$ cat src/rtl/dmem_pkg.sv
// dmem_pkg: MemOp encodings, arbiter FSM state and access-size decode shared by CPU, memory and arbiter
package dmem_pkg;
  typedef enum logic [2:0] {
    OP_W  = 3'b000,
    OP_B  = 3'b001,
    OP_H  = 3'b010,
    OP_BU = 3'b101,
    OP_HU = 3'b110
  } memOp_t;
  typedef enum logic {IDLE, ACCESS} state_t;
  // Bytes touched by an op; 0 marks an undefined encoding.
  function automatic logic [2:0] opSize(input logic [2:0] op);
    return op == OP_W ? 3'd4 :
           (op == OP_B || op == OP_BU) ? 3'd1 :
           (op == OP_H || op == OP_HU) ? 3'd2 : 3'd0;
  endfunction
endpackage

$ cat src/rtl/rr_arb2.sv
// rr_arb2: two-way round-robin pick; lastGnt=1 means p1 won last, so p0 wins a tie
module rr_arb2 (
  input  logic [1:0] req,
  input  logic       lastGnt,
  output logic [1:0] gnt
);
  assign gnt[0] = req[0] & (~req[1] | lastGnt);
  assign gnt[1] = req[1] & (~req[0] | ~lastGnt);
endmodule

$ cat src/rtl/dmem_arbiter.sv
// dmem_arbiter: two-port round-robin data memory arbiter, one transaction per two cycles
module dmem_arbiter
  import dmem_pkg::*;
#(
  parameter int MEM_BYTES = 4096
) (
  input  logic        clk,
  input  logic        rst_n,
  input  logic        p0_req,
  input  logic        p0_we,
  input  logic [2:0]  p0_op,
  input  logic [31:0] p0_addr,
  input  logic [31:0] p0_wdata,
  output logic        p0_gnt,
  output logic        p0_rvalid,
  output logic [31:0] p0_rdata,
  output logic        p0_err,
  input  logic        p1_req,
  input  logic        p1_we,
  input  logic [2:0]  p1_op,
  input  logic [31:0] p1_addr,
  input  logic [31:0] p1_wdata,
  output logic        p1_gnt,
  output logic        p1_rvalid,
  output logic [31:0] p1_rdata,
  output logic        p1_err,
  output logic        mem_en,
  output logic        mem_wren,
  output logic [2:0]  mem_op,
  output logic [31:0] mem_addr,
  output logic [31:0] mem_din,
  input  logic [31:0] mem_dout
);
  state_t      state;
  logic        lastGnt, owner, cmdWe, respErr, illegal, access;
  logic [2:0]  cmdOp, size;
  logic [31:0] cmdAddr, cmdWdata, respData;
  logic [32:0] lastByte;
  logic [1:0]  arbGnt, gnt, rvalid;
  rr_arb2 u_arb (.req({p1_req, p0_req}), .lastGnt(lastGnt), .gnt(arbGnt));
  assign gnt = (rst_n && state == IDLE) ? arbGnt : 2'b00;
  assign p0_gnt = gnt[0];
  assign p1_gnt = gnt[1];
  // Legality is judged on the latched command; 33 bits keep the range check wrap-free.
  assign size = opSize(cmdOp);
  assign lastByte = {1'b0, cmdAddr} + {30'd0, size} - 33'd1;
  assign illegal = size == 3'd0 || (cmdWe && cmdOp[2]) || lastByte >= 33'(MEM_BYTES);
  assign access = state == ACCESS;
  assign mem_en = rst_n & access & ~illegal;
  assign mem_wren = mem_en & cmdWe;
  assign mem_op = access ? cmdOp : 3'd0;
  assign mem_addr = access ? cmdAddr : 32'd0;
  assign mem_din = access ? cmdWdata : 32'd0;
  assign p0_rvalid = rvalid[0];
  assign p1_rvalid = rvalid[1];
  assign p0_rdata = rvalid[0] ? respData : 32'd0;
  assign p1_rdata = rvalid[1] ? respData : 32'd0;
  assign p0_err = rvalid[0] & respErr;
  assign p1_err = rvalid[1] & respErr;
  always_ff @(posedge clk) begin
    if (!rst_n) begin
      state <= IDLE;
      lastGnt <= 1'b1;
      owner <= 1'b0;
      cmdWe <= 1'b0;
      cmdOp <= 3'd0;
      cmdAddr <= 32'd0;
      cmdWdata <= 32'd0;
      rvalid <= 2'b00;
      respData <= 32'd0;
      respErr <= 1'b0;
    end else begin
      rvalid <= 2'b00;
      if (state == IDLE) begin
        if (|gnt) begin
          owner <= gnt[1];
          lastGnt <= gnt[1];
          cmdWe <= gnt[1] ? p1_we : p0_we;
          cmdOp <= gnt[1] ? p1_op : p0_op;
          cmdAddr <= gnt[1] ? p1_addr : p0_addr;
          cmdWdata <= gnt[1] ? p1_wdata : p0_wdata;
          state <= ACCESS;
        end
      end else begin
        rvalid <= owner ? 2'b10 : 2'b01;
        respData <= (illegal || cmdWe) ? 32'd0 : mem_dout;
        respErr <= illegal;
        state <= IDLE;
      end
    end
  end
endmodule

$ cat config.mk
export PLATFORM = sky130hd
export DESIGN_NAME = dmem_arbiter
export DESIGN_NICKNAME = d
export VERILOG_FILES = /design/src/rtl/dmem_pkg.sv /design/src/rtl/rr_arb2.sv /design/src/rtl/dmem_arbiter.sv
export SDC_FILE = /design/constraint.sdc
export NUM_CORES = 1
export LEC_CHECK = 0
export CAP_MARGIN = 25
export CORE_MARGIN = 10
export CORE_UTILIZATION = 39
export CTS_CLUSTER_DIAMETER = 200
export DETAILED_ROUTE_END_ITERATION = 10
export PLACE_DENSITY = 0.88
export SETUP_SLACK_MARGIN = 0.4
export SLEW_MARGIN = 20
export SYNTH_ARGS = -nofsm -noshare
export SYNTH_HDL_FRONTEND = slang
export SYNTH_SLANG_ARGS = --single-unit
export TNS_END_PERCENT = 10
$ cat constraint.sdc
create_clock -name clk -period 4.17 [get_ports clk]
set_input_delay 0.6255 -clock clk [delete_from_list [all_inputs] [get_ports clk]]
set_output_delay 0.6255 -clock clk [all_outputs]
set_load 0.1 [all_outputs]
* Word-level counts from Yosys, hierarchy flattened
Cells that the tools add are included.
** Cells by class
- Add/subtract/negate cells :: 2
- Multipliers :: 0
- Divide/modulo/power cells :: 0
- $lt $le $gt $ge :: 1
- Equal/unequal tests :: 4
- Shift operators :: 0
- Multiplexer cells :: 16
- Bitwise gates (word level) :: 15
- Reduce and logical (&&, ||, !) cells :: 13
** Operator list (count)
- 32-bit two-way mux :: 7
- 32-bit by 3-bit adder with 33-bit output :: 1
- 33-bit by 13-bit >= comparator with 1-bit output (second input constant) :: 1
- 33-bit by 1-bit subtractor with 33-bit output (second input constant) :: 1
- 3-bit two-way mux :: 3
- 2-bit two-way mux :: 4
- 1-bit bitwise AND :: 7
- 3-bit == test (second input constant) :: 2
- 3-bit zero test :: 2
- 1-bit inverter :: 6
- 1-bit logical OR :: 5
- 2-bit AND reduction :: 2
- 2-bit OR reduction :: 2
- 3-bit by 1-bit == test with 1-bit output (second input constant) :: 1
- 3-bit by 2-bit == test with 1-bit output (second input constant) :: 1
- 1-bit logical AND :: 2
- 1-bit two-way mux :: 2
- 1-bit OR :: 2
** Storage, ports and cells
- Flip-flop bits (word level) :: 106
- Bits in latches :: 0
- RAM bits :: 0
- ROM bits :: 0
- Bits of input ports :: 172
- Output and inout port bits :: 139
- Word-level logic and storage cells :: 61
- Memories :: 0

* Longest topological paths before layout
- Depth after elaboration :: 12
- Mapped depth :: 18
- Gate-level depth less buffers :: 17

* By module
From an unflattened synthesis, not the netlist that was laid out.
** Second synthesis, totals
- Cells, all modules :: 1018
- Area total of the unflattened synthesis :: 7613.6 µm²
** Modules (own cells, without submodules)
- dmem_arbiter :: instances 1, cells an instance 1015, area each 7594.8 µm², seq. area each 2122.0 µm²
- rr_arb2 :: instances 1, cells an instance 3, area each 18.8 µm², seq. area each 0.0 µm²

* Worst setup path before layout
No wires, ideal clock.
- Path type :: reg-to-output
- Start point :: register cmdOp[0]
- End point :: output port mem_wren
- Data arrival time :: 5807 ps
- Required time :: 3544 ps
- Setup slack :: -2263 ps
- Cell stages (with the launch flop) :: 18
- Buffers on the path :: 0
- Path through :: dfxtp_1 -> inv_1 -> ha_1 -> inv_1 -> ha_1 -> inv_1 -> ha_1 -> inv_1 -> fa_1 -> nand2b_1 -> a21oi_1 -> o2111ai_1 -> nand3_1 -> o21ai_2 -> or4_1 -> or4_4 -> or4b_1 -> nor3_1
** On the way
- Cells in the longest elaborated chain, start to end :: 12
- Elaborated cells between the ends (all ways) :: 19
- Classes of those cells :: 2 x add/sub; 1 x order compare; 4 x eq/ne; 3 x mux; 3 x bitwise; 6 x reduce/logical
** RTL lines
- from (decl) :: line dmem_arbiter.sv:36 : logic [2:0] cmdOp, size;
- from (signal assigned) :: line dmem_arbiter.sv:79 : cmdOp <= gnt[1] ? p1_op : p0_op;
- 3-bit by 2-bit == test with 1-bit output / 3-bit == test (equally long branches) :: line dmem_pkg.sv:15 : (op == OP_H || op == OP_HU) ? 3'd2 : 3'd0;
- 1-bit logical OR :: line dmem_pkg.sv:15
- 2-bit two-way mux :: line dmem_pkg.sv:15
- 2-bit two-way mux :: line dmem_pkg.sv:14 : (op == OP_B || op == OP_BU) ? 3'd1 :
- 3-bit two-way mux * :: line dmem_pkg.sv:13 : return op == OP_W ? 3'd4 :
- 32-bit by 3-bit adder with 33-bit output :: line dmem_arbiter.sv:46 : assign lastByte = {1'b0, cmdAddr} + {30'd0, size} - 33'd1;
- 33-bit by 1-bit subtractor with 33-bit output :: line dmem_arbiter.sv:46
- 33-bit by 13-bit >= comparator with 1-bit output :: line dmem_arbiter.sv:47 : assign illegal = size == 3'd0 || (cmdWe && cmdOp[2]) || lastByte >= 33'(MEM_BYTES);
- 1-bit logical OR * :: line dmem_arbiter.sv:47
- 1-bit inverter * :: line dmem_arbiter.sv:49 : assign mem_en = rst_n & access & ~illegal;
- 1-bit bitwise AND * :: line dmem_arbiter.sv:49
- 1-bit bitwise AND * :: line dmem_arbiter.sv:50 : assign mem_wren = mem_en & cmdWe;
- to (decl) :: line dmem_arbiter.sv:28 : output logic mem_wren,
Mark *: on every way between the ends. The rest lies on a longest branch, timed or not.

* Worst setup path after layout
Same ends and word-level chain as after synthesis.

==> summary.txt <==
Run status
  – Status: complete, but fails checks
  – Violated checks: setup timing

Timing
  – Post-route minimum period: 4.84 ns
  – Hold slack: 0.458 ns
  – Tcrit/Tclk final: 1.16
  – RSZ-0062 raised after global routing: true
  – Post-route setup TNS: -1.27 ns
  – Clock skew: 0.0105 ns
  – Fmax achieved: ~0.21 GHz
  – Worst setup margin: -0.665 ns
  – Slew HR: 0.308
  – Actual slew at the worst max-slew pin: 1.03 ns
  – Final setup vio count: 2
  – Final slew viol count: 0
  – Hold Fails Final Rpt: 0

Clock tree
  – Longest Clk Path Bufs: 2
  – Clk root buf: clkbuf_16
  – CTS Sinks: roughly 110
  – Worst-Skew Late Latency: 0.36 ns
  – Total CTS buffers: 9
  – CTS tree: built
  – Clk slew on worst S/H paths: 0.07 ns
  – Htree depth: 3

Placed design
  – Final HPWL DP: 21.5 mm
  – I/O Buffers: between 300 and 400
  – GPL Wtd Cong: ~0.9

Detailed routing
  – Drt drc: 0
  – WL final: 27.7 mm
  – DRT iter0 DRCs: 424
  – Final ANT Viol Nets: 0
  – Avg Vias per Cell: ~5.4
  – Pre-antenna DRT Iters: 6
  – Routed len/inst: between 15 and 20 um
  – Vias: approximately 8000

Logic synthesis
  – #FFs+latches synth: ~110
  – Part of the Yosys area used for sequential elements: 0.304
  – Post-synth ARST share: 0
  – YS warnings: 0
  – EDFF count, synth: 0
  – Mean Syn Cell Area: 7.70 sq um
  – Mapped Cells: a little over 900
  – Distinct cells, synth: 66
  – Mapped Nets: 1117
  – Synthesized area: 6980 sq um
  – Ys flop type: dfxtp_1

Setup path
  – Crit. End Element: output pin
  – Setup crit end: mem_wren
  – Critical path class: reg2out
  – Worst Setup Start Kind: flip-flop
  – Worst r2r path cells: 22
  – Crit-path slowest cell: or4b_4
  – R2R setup slack: 0.10 ns
  – Worst-path cell chain: inv_4 > ha_4 > inv_4 > ha_4 > inv_4 > ha_4 > inv_2 > fa_2 > nand2b_4 > a21oi_4 > o211ai_1 > a21oi_2 > mux2i_1 > or4_1 > or4_4 > or4b_4 > nor3_4 > buf_12
  – Arrival time worst endpoint: 4.21 ns
  – Req. time, crit path: 3.54 ns
  – Critical R2R Capture: respData[13]$_SDFFE_PN0P_
  – R2R Path Start: cmdOp[0]$_SDFFE_PN0P_
  – Worst Path Max Fanout: 3
  – Max incr delay on CP: 0.55 ns
  – First element of the critical path: cmdOp[0]$_SDFFE_PN0P_

Global routing
  – GRT Residual Overflow: 0
  – Gr usage total: 0.220
  – Initial antenna violation count: 0
  – First-pass GRT wire length: 43.1 mm
  – Largest net degree at the start of global routing: 72
  – Number of global-route vias before repair: 7985

Floorplanning
  – Die area: 23700 sq um
  – Die Ht: about 150 um
  – FP Rows: 48
  – Starting density of the core: 0.401
  – CORE AREA: 17400 sq um
  – Die Width: 154 um
  – Io pins: approximately 310

Finish
  – Syn-to-layout area delta: 60.9%
  – Final Util: 0.645
  – Share of cells above drive strength 1: 0.150
  – N_diodes: 0
  – Nets@finish: 1455

Job
  – Max Cap Viol: 0

Power
  – Static leakage: roughly 4.7 nW
  – PD cells: 313 nW/um^2
  – IR drop worst, VDD: roughly 0.19 mV

Min path
  – Class of the worst hold path: reg2reg
  – Hold Path Origin: owner$_SDFFE_PN0P_
## layer usage
metal  global-route usage  part of all wire  wire (um)  up-vias
met1                0.256              0.41      11500     3719
met4               0.0562             0.019        520        0
met2                0.379              0.48      13400      297
met5                    0                 0          0        -
met3               0.0714             0.086       2380       39
li1                     -                 -          -     3893
## cells by family (layout without fill, tap and decap cells)
| kind of cell | Yosys count | count (layout) | synth area share |
|---|---|---|---|
| xor+xnor | 9 | 9 | 0.0113 |
| buf+inv | 119 | 462 | 0.0676 |
| mux | 7 | 7 | 0.0102 |
| compound gates | 212 | 212 | 0.242 |
| fa+ha+maj | 38 | 38 | 0.0692 |
| flops | 106 | 106 | 0.304 |
| simple gates | 416 | 416 | 0.296 |
## final cells by class
cell class                 instances  area, sq um
multi-input combinational        682         4560
clock buffer                      10          239
sequential                       106         2130
clock inverter                     6         83.8
tap                              225          282
timing repair buffer             391         3720
inverter                          55          218
fill                            1448         6180
## state kept, by name, indices dropped and copies added, names as in the netlist
signal,count
respData,32
cmdWdata,32
rvalid,2
respErr,1
owner,1
cmdOp,3
access,1
cmdAddr,32
cmdWe,1
lastGnt,1
## how the worst min path moves through the flow
stage	slack (ns)	to	cells past startpoint
after detailed placement	0.44	rvalid[0]$_SDFF_PN0_	1
after CTS	0.46	rvalid[0]$_SDFF_PN0_	1
after floorplan	0.41	rvalid[0]$_SDFF_PN0_	1
final	0.46	rvalid[0]$_SDFF_PN0_	1
after global routing	0.48	rvalid[0]$_SDFF_PN0_	1
after global placement	0.42	rvalid[0]$_SDFF_PN0_	1
## critical path, delay by kind of cell, from the launching register on
kind	cells	cell delay, ns
muxes	1	0.08
DFF	1	0.36
and+or+nand+nor	5	1.75
adders and majority gates	4	0.78
AOI/OAI and AO/OA	3	0.47
buffers and inverters	5	0.38
## cell usage after synthesis (3+ instances only)
cell / instances / area, sq um
inv_1: 52 / 195
nand2_1: 135 / 507
mux2i_1: 6 / 60.1
nand2b_1: 5 / 31.3
ha_1: 37 / 463
xnor2_1: 4 / 35.0
nor3_1: 9 / 45.0
a22o_1: 32 / 280
a221oi_1: 4 / 35.0
a311oi_1: 54 / 473
dfxtp_1: 106 / 2120
nand4_1: 9 / 56.3
o211ai_1: 8 / 60.1
and2_1: 136 / 851
and4_1: 3 / 26.3
xor2_1: 5 / 43.8
o21ai_0: 10 / 50.1
buf_6: 3 / 33.8
and3_1: 5 / 31.3
nor2_1: 87 / 327
o22ai_1: 5 / 31.3
a21oi_1: 32 / 160
clkbuf_1: 57 / 214
a21o_1: 5 / 37.5
nand3_1: 10 / 50.1
or3_1: 5 / 31.3
a211oi_1: 7 / 52.6
o21a_1: 6 / 45.0
a222oi_1: 15 / 150
a211o_1: 3 / 26.3
## power by group
part	total [mW]	switching (mW)	leakage [nW]	internal [mW]
registers	1.12	0.0545	0.869	1.07
logic	1.46	0.802	3.63	0.653
clock network	0.933	0.436	0.158	0.497
## cell usage in the layout (no fill, tap or decap), drive strengths merged, types with 3 or more instances in the layout
master	n
xnor2	4
nand4	9
nor3	9
a21o	5
dfxtp	106
a211o	3
o21a	6
or4	3
ha	37
nand3	10
nand2	135
a311oi	54
o22ai	6
mux2i	6
a221oi	5
and3	5
a211oi	7
a21oi	32
and4	3
o21ai	13
nand2b	5
clkdlybuf4s50	263
a22o	32
buf	128
xor2	5
or3	5
nor2	87
a222oi	15
o211ai	8
inv	56
clkbuf	10
and2	136
clkinv	4
## through the flow
stage / total power, mW / cell area (sq um) / instances / setup slack (ns)
final: 3.51 / 11200 / 1475 / -0.665
after CTS: 3.52 / 11200 / 1474 / -0.720
after global placement: 2.52 / 10700 / 1450 / -0.416
after detailed placement: 2.54 / 10700 / 1450 / -0.498
after floorplan: 1.98 / 7040 / 907 / -0.727
after global routing: 3.70 / 11200 / 1475 / -0.822
## repair_timing
item / 4_1_cts / 5_1_grt
resized for setup: 27 / 6
buffers inserted: 6 / 1
endpoints found under the setup margin: 35 / 35
cloned: 2 / 0
pin swaps: 9 / 12
hold buffers: 0 / 0
Power figures use the tool's default switching activity.
